## src/rtl/mmio_uart_tx.sv

```systemverilog
// -----------------------------------------------------------------------------
// mmio_uart_tx
//
// Memory-mapped 8N1 UART transmitter that occupies one 1 KiB MMIO slot.
// Software pushes bytes into a TX FIFO through TXDATA. A bit-timing state
// machine pops them one at a time and shifts them out LSB first on tx.
// The frame is one start bit (0), eight data bits and one stop bit (1).
//
// Register map (offset = data_address[9:0]):
//   0x000 TXDATA   W    push data_store[7:0]. Reads return 0.
//   0x004 STATUS   R/W1C
//                       bit0 full, bit1 empty, bit2 busy, bit3 overflow (sticky).
//                       [15:8] FIFO count. Writing 1 to bit3 clears overflow.
//   0x008 BAUD_DIV RW   [15:0] clk cycles per bit. A value of 0 behaves as 1.
//   0x00C CTRL     RW   bit0 tx_en, bit1 irq_en (only with UART_TX_IRQ_EN).
//   Any other offset reads 0 and ignores writes.
//
// Optional feature macro: UART_TX_IRQ_EN
//   defined   : irq is a registered level. It is high while irq_en is set,
//               the FIFO is empty and the FSM is idle.
//   undefined : irq is tied low, and CTRL bit1 is neither stored nor read back.
//
// Parameters:
//   FIFO_DEPTH  TX FIFO entries. Must be a power of two from 2 to 64.
//   DEFAULT_DIV reset value of BAUD_DIV.
//
// Ports:
//   clk           system clock
//   rst_n         asynchronous active-low reset
//   data_address  core data address. Only bits [9:0] are decoded.
//   data_store    core store data
//   data_read     1 = load, 0 = store
//   data_enable   data access valid
//   mmio_sel      slot select from the MMIO address decoder
//   data_fetch    registered read data. It is valid in the cycle after the access.
//   tx            serial output. It is high when idle.
//   irq           TX-done interrupt
// -----------------------------------------------------------------------------
module mmio_uart_tx #(
    parameter int          FIFO_DEPTH  = 8,
    parameter logic [15:0] DEFAULT_DIV = 16'd434
) (
    input  logic        clk,
    input  logic        rst_n,
    input  logic [31:0] data_address,
    input  logic [31:0] data_store,
    input  logic        data_read,
    input  logic        data_enable,
    input  logic        mmio_sel,
    output logic [31:0] data_fetch,
    output logic        tx,
    output logic        irq
);

    localparam int          AW      = $clog2(FIFO_DEPTH);
    localparam logic [AW:0] C_DEPTH = (AW+1)'(FIFO_DEPTH);

    localparam logic [9:0] OFF_TXDATA = 10'h000;
    localparam logic [9:0] OFF_STATUS = 10'h004;
    localparam logic [9:0] OFF_BAUD   = 10'h008;
    localparam logic [9:0] OFF_CTRL   = 10'h00C;

    typedef enum logic [1:0] {
        ST_IDLE,
        ST_START,
        ST_DATA,
        ST_STOP
    } state_t;

    // -------------------------------------------------------------------------
    // Storage
    // -------------------------------------------------------------------------
    logic [7:0]  r_mem [FIFO_DEPTH];
    logic [AW:0] r_wr_ptr;
    logic [AW:0] r_rd_ptr;
    logic        r_overflow;
    logic [15:0] r_baud_div;
    logic        r_tx_en;

    state_t      r_state;
    logic [7:0]  r_shift;
    logic [15:0] r_div_lat;
    logic [15:0] r_cyc_cnt;
    logic [2:0]  r_bit_cnt;
    logic        r_tx;
    logic [31:0] r_data_fetch;

    // -------------------------------------------------------------------------
    // Access decode
    // -------------------------------------------------------------------------
    logic        w_wr;
    logic        w_rd;
    logic [9:0]  w_off;
    logic [AW:0] w_count;
    logic [7:0]  w_count_ext;
    logic        w_full;
    logic        w_empty;
    logic        w_busy;
    logic        w_pop;
    logic        w_push_req;
    logic        w_push_ok;
    logic        w_w1c_ovf;
    logic [15:0] w_div_eff;
    logic        w_bit_end;
    logic        w_irq_en_rd;
    logic [31:0] w_rdata;
    logic        w_unused;

    assign w_wr  = mmio_sel & data_enable & ~data_read;
    assign w_rd  = mmio_sel & data_enable &  data_read;
    assign w_off = data_address[9:0];

    // The upper address bits are outside the slot, and the upper store bits
    // are not mapped to any register.
    assign w_unused = ^{data_address[31:10], data_store[31:16]};

    // The pointers carry one extra wrap bit, so full and empty can be told
    // apart without a separate counter.
    assign w_count     = r_wr_ptr - r_rd_ptr;
    assign w_count_ext = 8'(w_count);
    assign w_full      = (w_count == C_DEPTH);
    assign w_empty     = (w_count == '0);
    assign w_busy      = (r_state != ST_IDLE);

    assign w_pop      = (r_state == ST_IDLE) & r_tx_en & ~w_empty;
    assign w_push_req = w_wr & (w_off == OFF_TXDATA);
    // A push while full is still accepted when a pop frees a slot in the same cycle.
    assign w_push_ok  = w_push_req & (~w_full | w_pop);
    assign w_w1c_ovf  = w_wr & (w_off == OFF_STATUS) & data_store[3];

    assign w_div_eff = (r_baud_div == 16'd0) ? 16'd1 : r_baud_div;
    assign w_bit_end = (r_cyc_cnt == (r_div_lat - 16'd1));

    // -------------------------------------------------------------------------
    // FIFO storage. There is no reset here, because the pointers alone define
    // which entries are valid.
    // -------------------------------------------------------------------------
    always_ff @(posedge clk) begin
        if (w_push_ok) begin
            r_mem[r_wr_ptr[AW-1:0]] <= data_store[7:0];
        end
    end

    always_ff @(posedge clk or negedge rst_n) begin
        if (!rst_n) begin
            r_wr_ptr   <= '0;
            r_rd_ptr   <= '0;
            r_overflow <= 1'b0;
        end else begin
            if (w_push_ok) begin
                r_wr_ptr <= r_wr_ptr + 1'b1;
            end
            if (w_pop) begin
                r_rd_ptr <= r_rd_ptr + 1'b1;
            end
            // A dropped push and a W1C clear come from different offsets,
            // so they can never occur in the same cycle.
            if (w_push_req & ~w_push_ok) begin
                r_overflow <= 1'b1;
            end else if (w_w1c_ovf) begin
                r_overflow <= 1'b0;
            end
        end
    end

    // -------------------------------------------------------------------------
    // Configuration registers
    // -------------------------------------------------------------------------
    always_ff @(posedge clk or negedge rst_n) begin
        if (!rst_n) begin
            r_baud_div <= DEFAULT_DIV;
            r_tx_en    <= 1'b0;
        end else if (w_wr) begin
            if (w_off == OFF_BAUD) begin
                r_baud_div <= data_store[15:0];
            end
            if (w_off == OFF_CTRL) begin
                r_tx_en <= data_store[0];
            end
        end
    end

`ifdef UART_TX_IRQ_EN
    logic r_irq_en;
    logic r_irq;

    always_ff @(posedge clk or negedge rst_n) begin
        if (!rst_n) begin
            r_irq_en <= 1'b0;
        end else if (w_wr && (w_off == OFF_CTRL)) begin
            r_irq_en <= data_store[1];
        end
    end

    // The interrupt is a level. It stays high while the transmitter has
    // nothing left to send, and it drops once a new byte is queued.
    always_ff @(posedge clk or negedge rst_n) begin
        if (!rst_n) begin
            r_irq <= 1'b0;
        end else begin
            r_irq <= r_irq_en & w_empty & (r_state == ST_IDLE) & ~w_pop;
        end
    end

    assign w_irq_en_rd = r_irq_en;
    assign irq         = r_irq;
`else
    assign w_irq_en_rd = 1'b0;
    assign irq         = 1'b0;
`endif

    // -------------------------------------------------------------------------
    // Read path. STATUS reflects the state before this cycle's push or pop.
    // -------------------------------------------------------------------------
    always_comb begin
        w_rdata = 32'd0;
        case (w_off)
            OFF_STATUS: w_rdata = {16'd0, w_count_ext, 4'd0,
                                   r_overflow, w_busy, w_empty, w_full};
            OFF_BAUD:   w_rdata = {16'd0, r_baud_div};
            OFF_CTRL:   w_rdata = {30'd0, w_irq_en_rd, r_tx_en};
            default:    w_rdata = 32'd0;
        endcase
    end

    always_ff @(posedge clk or negedge rst_n) begin
        if (!rst_n) begin
            r_data_fetch <= 32'd0;
        end else begin
            r_data_fetch <= w_rd ? w_rdata : 32'd0;
        end
    end

    // -------------------------------------------------------------------------
    // TX state machine. tx is registered and is updated on the same edge as
    // the state change, so each bit level lasts exactly div_lat cycles.
    // -------------------------------------------------------------------------
    always_ff @(posedge clk or negedge rst_n) begin
        if (!rst_n) begin
            r_state   <= ST_IDLE;
            r_tx      <= 1'b1;
            r_shift   <= 8'd0;
            r_div_lat <= 16'd1;
            r_cyc_cnt <= 16'd0;
            r_bit_cnt <= 3'd0;
        end else begin
            case (r_state)
                ST_IDLE: begin
                    r_tx <= 1'b1;
                    if (w_pop) begin
                        // The divider is latched here, so a later BAUD_DIV
                        // write only affects the next frame.
                        r_shift   <= r_mem[r_rd_ptr[AW-1:0]];
                        r_div_lat <= w_div_eff;
                        r_cyc_cnt <= 16'd0;
                        r_tx      <= 1'b0;
                        r_state   <= ST_START;
                    end
                end
                ST_START: begin
                    if (w_bit_end) begin
                        r_cyc_cnt <= 16'd0;
                        r_bit_cnt <= 3'd0;
                        r_tx      <= r_shift[0];
                        r_state   <= ST_DATA;
                    end else begin
                        r_cyc_cnt <= r_cyc_cnt + 16'd1;
                    end
                end
                ST_DATA: begin
                    if (w_bit_end) begin
                        r_cyc_cnt <= 16'd0;
                        if (r_bit_cnt == 3'd7) begin
                            r_tx    <= 1'b1;
                            r_state <= ST_STOP;
                        end else begin
                            r_bit_cnt <= r_bit_cnt + 3'd1;
                            r_shift   <= {1'b0, r_shift[7:1]};
                            r_tx      <= r_shift[1];
                        end
                    end else begin
                        r_cyc_cnt <= r_cyc_cnt + 16'd1;
                    end
                end
                ST_STOP: begin
                    if (w_bit_end) begin
                        r_cyc_cnt <= 16'd0;
                        r_state   <= ST_IDLE;
                    end else begin
                        r_cyc_cnt <= r_cyc_cnt + 16'd1;
                    end
                end
                default: begin
                    r_state <= ST_IDLE;
                    r_tx    <= 1'b1;
                end
            endcase
        end
    end

    assign data_fetch = r_data_fetch;
    assign tx         = r_tx;

endmodule

```

## config.mk

```make
export PLATFORM = sky130hd
export DESIGN_NAME = mmio_uart_tx
export DESIGN_NICKNAME = d
export VERILOG_FILES = /design/src/rtl/mmio_uart_tx.sv
export SDC_FILE = /design/constraint.sdc
export NUM_CORES = 1
export LEC_CHECK = 0
export CORE_MARGIN = 1
export CORE_UTILIZATION = 40
export DETAILED_ROUTE_END_ITERATION = 10
export PLACE_DENSITY_LB_ADDON = 0.25
export REMOVE_ABC_BUFFERS = 1
export SYNTH_ARGS = -nofsm -noshare
export SYNTH_HDL_FRONTEND = slang
export SYNTH_SLANG_ARGS = --single-unit
```

## constraint.sdc

```tcl
create_clock -name clk -period 3.5 [get_ports clk]
set_input_delay 1.05 -clock clk [delete_from_list [all_inputs] [get_ports clk]]
set_output_delay 1.05 -clock clk [all_outputs]
set_load 0.1 [all_outputs]
```

# == After elaboration in Yosys (flattened, before gate mapping) ==
# Memories as Yosys holds them, arrays and structs flattened.
# Cells that the tools add are included.
# classes
reduce_logical,17
n_addsub,6
bitwise,15
mux,29
eq_ne,15
# op_table
cell,count
2-to-1 mux 16 bit,3
case mux 16 bit (3 select lines),1
2-to-1 mux 32 bit,1
case mux 16 bit (2 select lines),1
2-to-1 mux 8 bit,3
"equality test 10 x 4 -> 1 bit, second input constant",2
"adder 16 x 1 -> 16 bit, second input constant",1
equality test 16 bit,1
logical NOT 16 bit,1
case mux 8 bit (2 select lines),1
"subtractor 16 x 1 -> 16 bit, second input constant",1
"!= test 2 bit, second input constant",6
bitwise AND 1 bit,10
"equality test 10 x 3 -> 1 bit, second input constant",1
logical NOT 10 bit,1
2-to-1 mux 2 bit,5
2-to-1 mux 3 bit,3
"adder 4 x 1 -> 4 bit, second input constant",2
2-to-1 mux 1 bit,8
case mux 2 bit (4 select lines),1
AND reduction 4 bit,2
nonzero test 2 bit,4
case mux 3 bit (2 select lines),1
AND reduction 2 bit,3
15 further kinds,19
# word_totals
ram_bits,64
register_bits,104
memories,1
# memory_table
name,words,width,read_ports,rd_ports_with_merged_regs,wr,line,text
r_mem,8,8,1,0,1,73,logic [7:0] r_mem [FIFO_DEPTH];

# == Depth between registers and ports, before layout ==
# depth
depth_word,9
ltp_mapped,13
ltp_nobuf,10

# == Worst setup path after synthesis ==
# OpenSTA, ideal clock, no wires.
# synth_path
kind,reg2reg
startpoint,register r_rd_ptr[1]
endpoint,memory r_mem[0][0] (enable)
setup_ps,383
t_arrival_ps,3265
stages_incl_launch_ff,13
setup_slack_ps,-148
t_required_ps,3117
cell_sequence,dfrtp_1 clkbuf_1 clkbuf_1 inv_1 ha_1 nor2b_1 o21ai_0 nand2b_1 xnor2_1 and3_1 or3_1 nand2b_1 nor3_1
# synth_via
elab_chain_len,8
elab_cells_between_ends,10
cone_classes,1 x add/sub; 1 x eq/ne; 2 x mux; 5 x bitwise; 1 x reduce/logical
# synth_lines
item,line,text
"start, declared",75,logic [AW:0] r_rd_ptr;
"start signal, assigned",154,r_rd_ptr <= r_rd_ptr + 1'b1;
subtractor 4 bit (*),119,assign w_count = r_wr_ptr - r_rd_ptr;
logical NOT 4 bit,122,assign w_empty = (w_count == '0);
NOT 1 bit,125,assign w_pop = (r_state == ST_IDLE) & r_tx_en & ~w_empty;
bitwise AND 1 bit,125,
OR 1 bit (*),128,assign w_push_ok = w_push_req & (~w_full | w_pop);
bitwise AND 1 bit (*),128,
2-to-1 mux 1 bit (*),139,if (w_push_ok) begin
2-to-1 mux 1 bit (implied by the code) (*),140,r_mem[r_wr_ptr[AW-1:0]] <= data_store[7:0];
"end, declared",73,
# Every way passes the cells marked *; elsewhere a longest branch is shown, timed or not.

# == Worst setup path after layout ==
# layout_path
startpoint,register r_div_lat[1]
endpoint,register r_shift[6]
# layout_via
elab_chain_len,4
# layout_lines
item,line,text
"start, declared",82,logic [15:0] r_div_lat;
"start signal, assigned",254,r_div_lat <= w_div_eff;
subtractor 16 x 1 -> 16 bit,132,assign w_bit_end = (r_cyc_cnt == (r_div_lat - 16'd1));
equality test 16 bit,132,
!= test 2 bit (no line),-,
AND reduction 4 bit (no line),-,
"end signal, assigned",253,r_shift <= r_mem[r_rd_ptr[AW-1:0]];
"end signal, assigned",278,"r_shift <= {1'b0, r_shift[7:1]};"
"end, declared",81,logic [7:0] r_shift;
# Every way passes these cells.
# A chain may end at the register's enable or synchronous reset.

==> flow_metrics.py <==
metrics = {
    "synth": {
        "ys.flop_type": "dfrtp_1",
        "synthTopCellsByArea": "dfrtp_1, edfxtp_1, mux2_2",
        "yosys.area.top_type": "dfrtp_1",
        "synth-adder-area-share": 0.0270,
        "ys_async_sr_fraction": 0.579,
        "synth_mux_area_frac": 0.131,
        "avgSynthCellArea_um2": 12.6,
        "synth_xor_area_frac": 0.0363,
        "ys_types": 59,
        "synth_top_family_by_area": "multiplexers",
        "synth_edf_count": 64,
        "yosysSeqAreaShare": 0.571,
        "syn_inst": 577,
        "synth_most_common_cell": "dfrtp_1",
        "netlist_area_mm2": 0.00724,
        "ys_warn_count": 0,
        "synth_compound_area_frac": 0.0739,
        "synth_seq_cells": 152,
        "yosys.area_share.simple": 0.120,
        "synth_top_area_frac": 0.280,
        "synthTopCellsByCount": "dfrtp_1, edfxtp_1, nand2_1",
    },
    "critical_path": {
        "critical_path.startpoint_type": "register",
        "path_max_fanout": 8,
        "critPathRequiredTime_ns": 3.80,
        "path_class": "reg2reg",
        "crit_path_end_kind": "register",
        "critPathArrivalTime_ns": 3.62,
    },
    "route": {
        "drc": 0,
        "wl_per_cell_um": 17.4,
        "dr.first_iter.drc_count": 394,
        "vias_per_cell": 5.37,
        "wl_um": 15400,
        "ant_nets": 0,
        "vias": 4749,
        "first_pass_iters": 5,
    },
    "cts": {
        "clk_latency_ns": 0.42,
        "postCtsSetupBuffers": 0,
        "clk_pin_slew_ns": 0.06,
        "cts_buffer_depth": 2,
        "cts_root_buffer": "clkbuf_16",
        "cts_tree": "built",
        "h-tree-depth": 4,
        "ctsResizeCount": 0,
        "cts.sinks": 152,
        "cts.hold.buffers_added": 0,
        "cts_made_buffers": 17,
    },
    "global_routing": {
        "globalRoute.totalOverflow": 0,
        "grt_max_degree": 42,
        "grt_use_total": 0.180,
        "antenna_found_initial": 0,
        "first_global_vias": 4751,
        "grt_pass1_wl_um": 25000,
    },
    "sta": {
        "skew_ns": 0.00961,
        "hold_viol": 0,
        "rsz0062_at_grt": "no",
        "fin_crit_sh": 0.949,
        "setup_viol_count_final": 0,
        "layout_min_cycle_time_ns": 3.32,
        "max_freq_ghz": 0.301,
        "tightest_slew_ns": 0.743,
        "whs_ns": 0.499,
        "slew-limit-headroom": 0.505,
        "slew_violations": 0,
    },
    "floorplanning": {
        "dieArea_mm2": 0.0186,
        "io_pins": 103,
        "start_util": 0.414,
        "core_mm2": 0.0175,
        "rows": 48,
        "die_h_um": 137,
        "dieWidth_um": 137,
    },
    "min_path": {
        "hold_path_class": "reg2reg",
    },
    "power_and_ir_drop": {
        "leakagePower_nw": 3.55,
        "ir_drop_mv": 0.322,
        "total_power_mw": 3.73,
        "pwr_density_cell_mw_per_mm2": 436,
    },
    "cells_and_area": {
        "final_cells": 884,
        "drive_gt1_frac": 0.217,
        "fin_util": 0.489,
        "area_delta_synth_final_pct": 18.1,
        "antenna_cells": 0,
        "fin_nets": 730,
    },
    "status": {
        "status": "finished clean",
    },
    "placement": {
        "placed_cells": 852,
        "gp_congestion": 0.823,
        "place_hpwl_um": 11100,
        "io_buffers": 47,
    },
    "job": {
        "cap_violations": 0,
    },
}
## cell type report
class / instances / area (µm²)
inverter: 20 / 75.1
clock inverter: 10 / 96.3
clock buffer: 22 / 454
multi-input combinational: 383 / 2890
timing repair buffer: 72 / 626
fill: 1546 / 8930
tap: 225 / 282
sequential: 152 / 4130
## state kept, by name (all words and copies together), names as in the netlist
name        cells
r_state         2
r_shift         8
r_mem          64
data_fetch     16
r_rd_ptr        4
r_wr_ptr        4
r_div_lat      16
r_baud_div     16
r_bit_cnt       3
r_cyc_cnt      16
tx              1
r_tx_en         1
r_overflow      1
## power by group
group          switching (mW)  internal, mW  total, mW  leakage [nW]
Clock                   0.706          1.00       1.71         0.271
Sequential            0.00121          1.86       1.86          1.78
Combinational           0.123        0.0342      0.157          1.50
## logic make-up (layout without fill, tap and decap cells)
logic type | Yosys count | after routing
flip-flops | 152 | 152
XOR/XNOR | 30 | 30
AND/OR/NAND/NOR | 168 | 168
multiplexers | 70 | 70
buffers and inverters | 58 | 124
other | 1 | 17
AO/OA/AOI/OAI | 83 | 83
adder cells (fa/ha/maj) | 15 | 15
## placed cells by master (no fill, tap or decap), drive strengths merged, types with 3 or more instances in the layout
cell type,Yosys,routed
dfrtp,81,81
edfxtp,64,64
nand2,43,43
buf,23,43
mux2,40,40
nor2,39,39
clkdlybuf4s50,0,29
o21ai,27,27
inv,20,23
clkbuf,15,22
a21oi,20,20
conb,1,17
xor2,16,16
mux4,16,16
nand3,15,15
xnor2,14,14
mux2i,14,14
ha,14,14
nand4,13,13
and2,12,12
nor4,11,11
nor3,8,8
or3,7,7
dfstp,7,7
and3,6,6
clkinv,0,6
nand2b,5,5
a22oi,5,5
a31oi,5,5
o31ai,4,4
o22ai,4,4
or4,3,3
o2111ai,3,3
## final timing paths
| path | from | to | slack (ns) | cells after the start |
|---|---|---|---|---|
| worst max register to register | r_div_lat[1] | r_shift[6] | 0.18 | 11 |
| worst min register to register | r_bit_cnt[1] | r_bit_cnt[1] | 0.50 | 2 |
| worst max-delay path | r_div_lat[1] | r_shift[6] | 0.18 | 11 |
| worst min-delay path | r_bit_cnt[1] | r_bit_cnt[1] | 0.50 | 2 |
| max in group asynchronous | rst_n | tx | 2.10 | 2 |
| min in group asynchronous | rst_n | r_cyc_cnt[10] | 0.61 | 1 |
## layer usage
metal / vias up / track usage / wire length, µm
met5: - / 0 / 0
met4: 0 / 0.0679 / 283
met3: 18 / 0.0370 / 573
met2: 135 / 0.284 / 7300
met1: 2379 / 0.245 / 7260
li1: 2217 / - / -
## metrics by stage
step | worst slack (ns) | setup TNS (ns) | area, µm²
3_3_place_gp | 0.101 | 0 | 8000
3_5_place_dp | 0.0884 | 0 | 8000
2_1_floorplan | -0.290 | -5.62 | 7080
4_1_cts | 0.0983 | 0 | 8550
5_1_grt | 0.0263 | 0 | 8550
6_report | 0.180 | 0 | 8550
## critical path: stages (launching register included)
cell and delay, ns:
dfrtp_1 0.38, inv_1 0.08, ha_1 0.24, or4b_4 0.54, o21ai_0 0.26, a21oi_1 0.11
a311o_1 0.36, nor4_4 0.25, buf_4 0.19, nand2_2 0.07, o32ai_4 0.31, mux2_2 0.39
No activity file was read; power rests on OpenSTA's default activity.
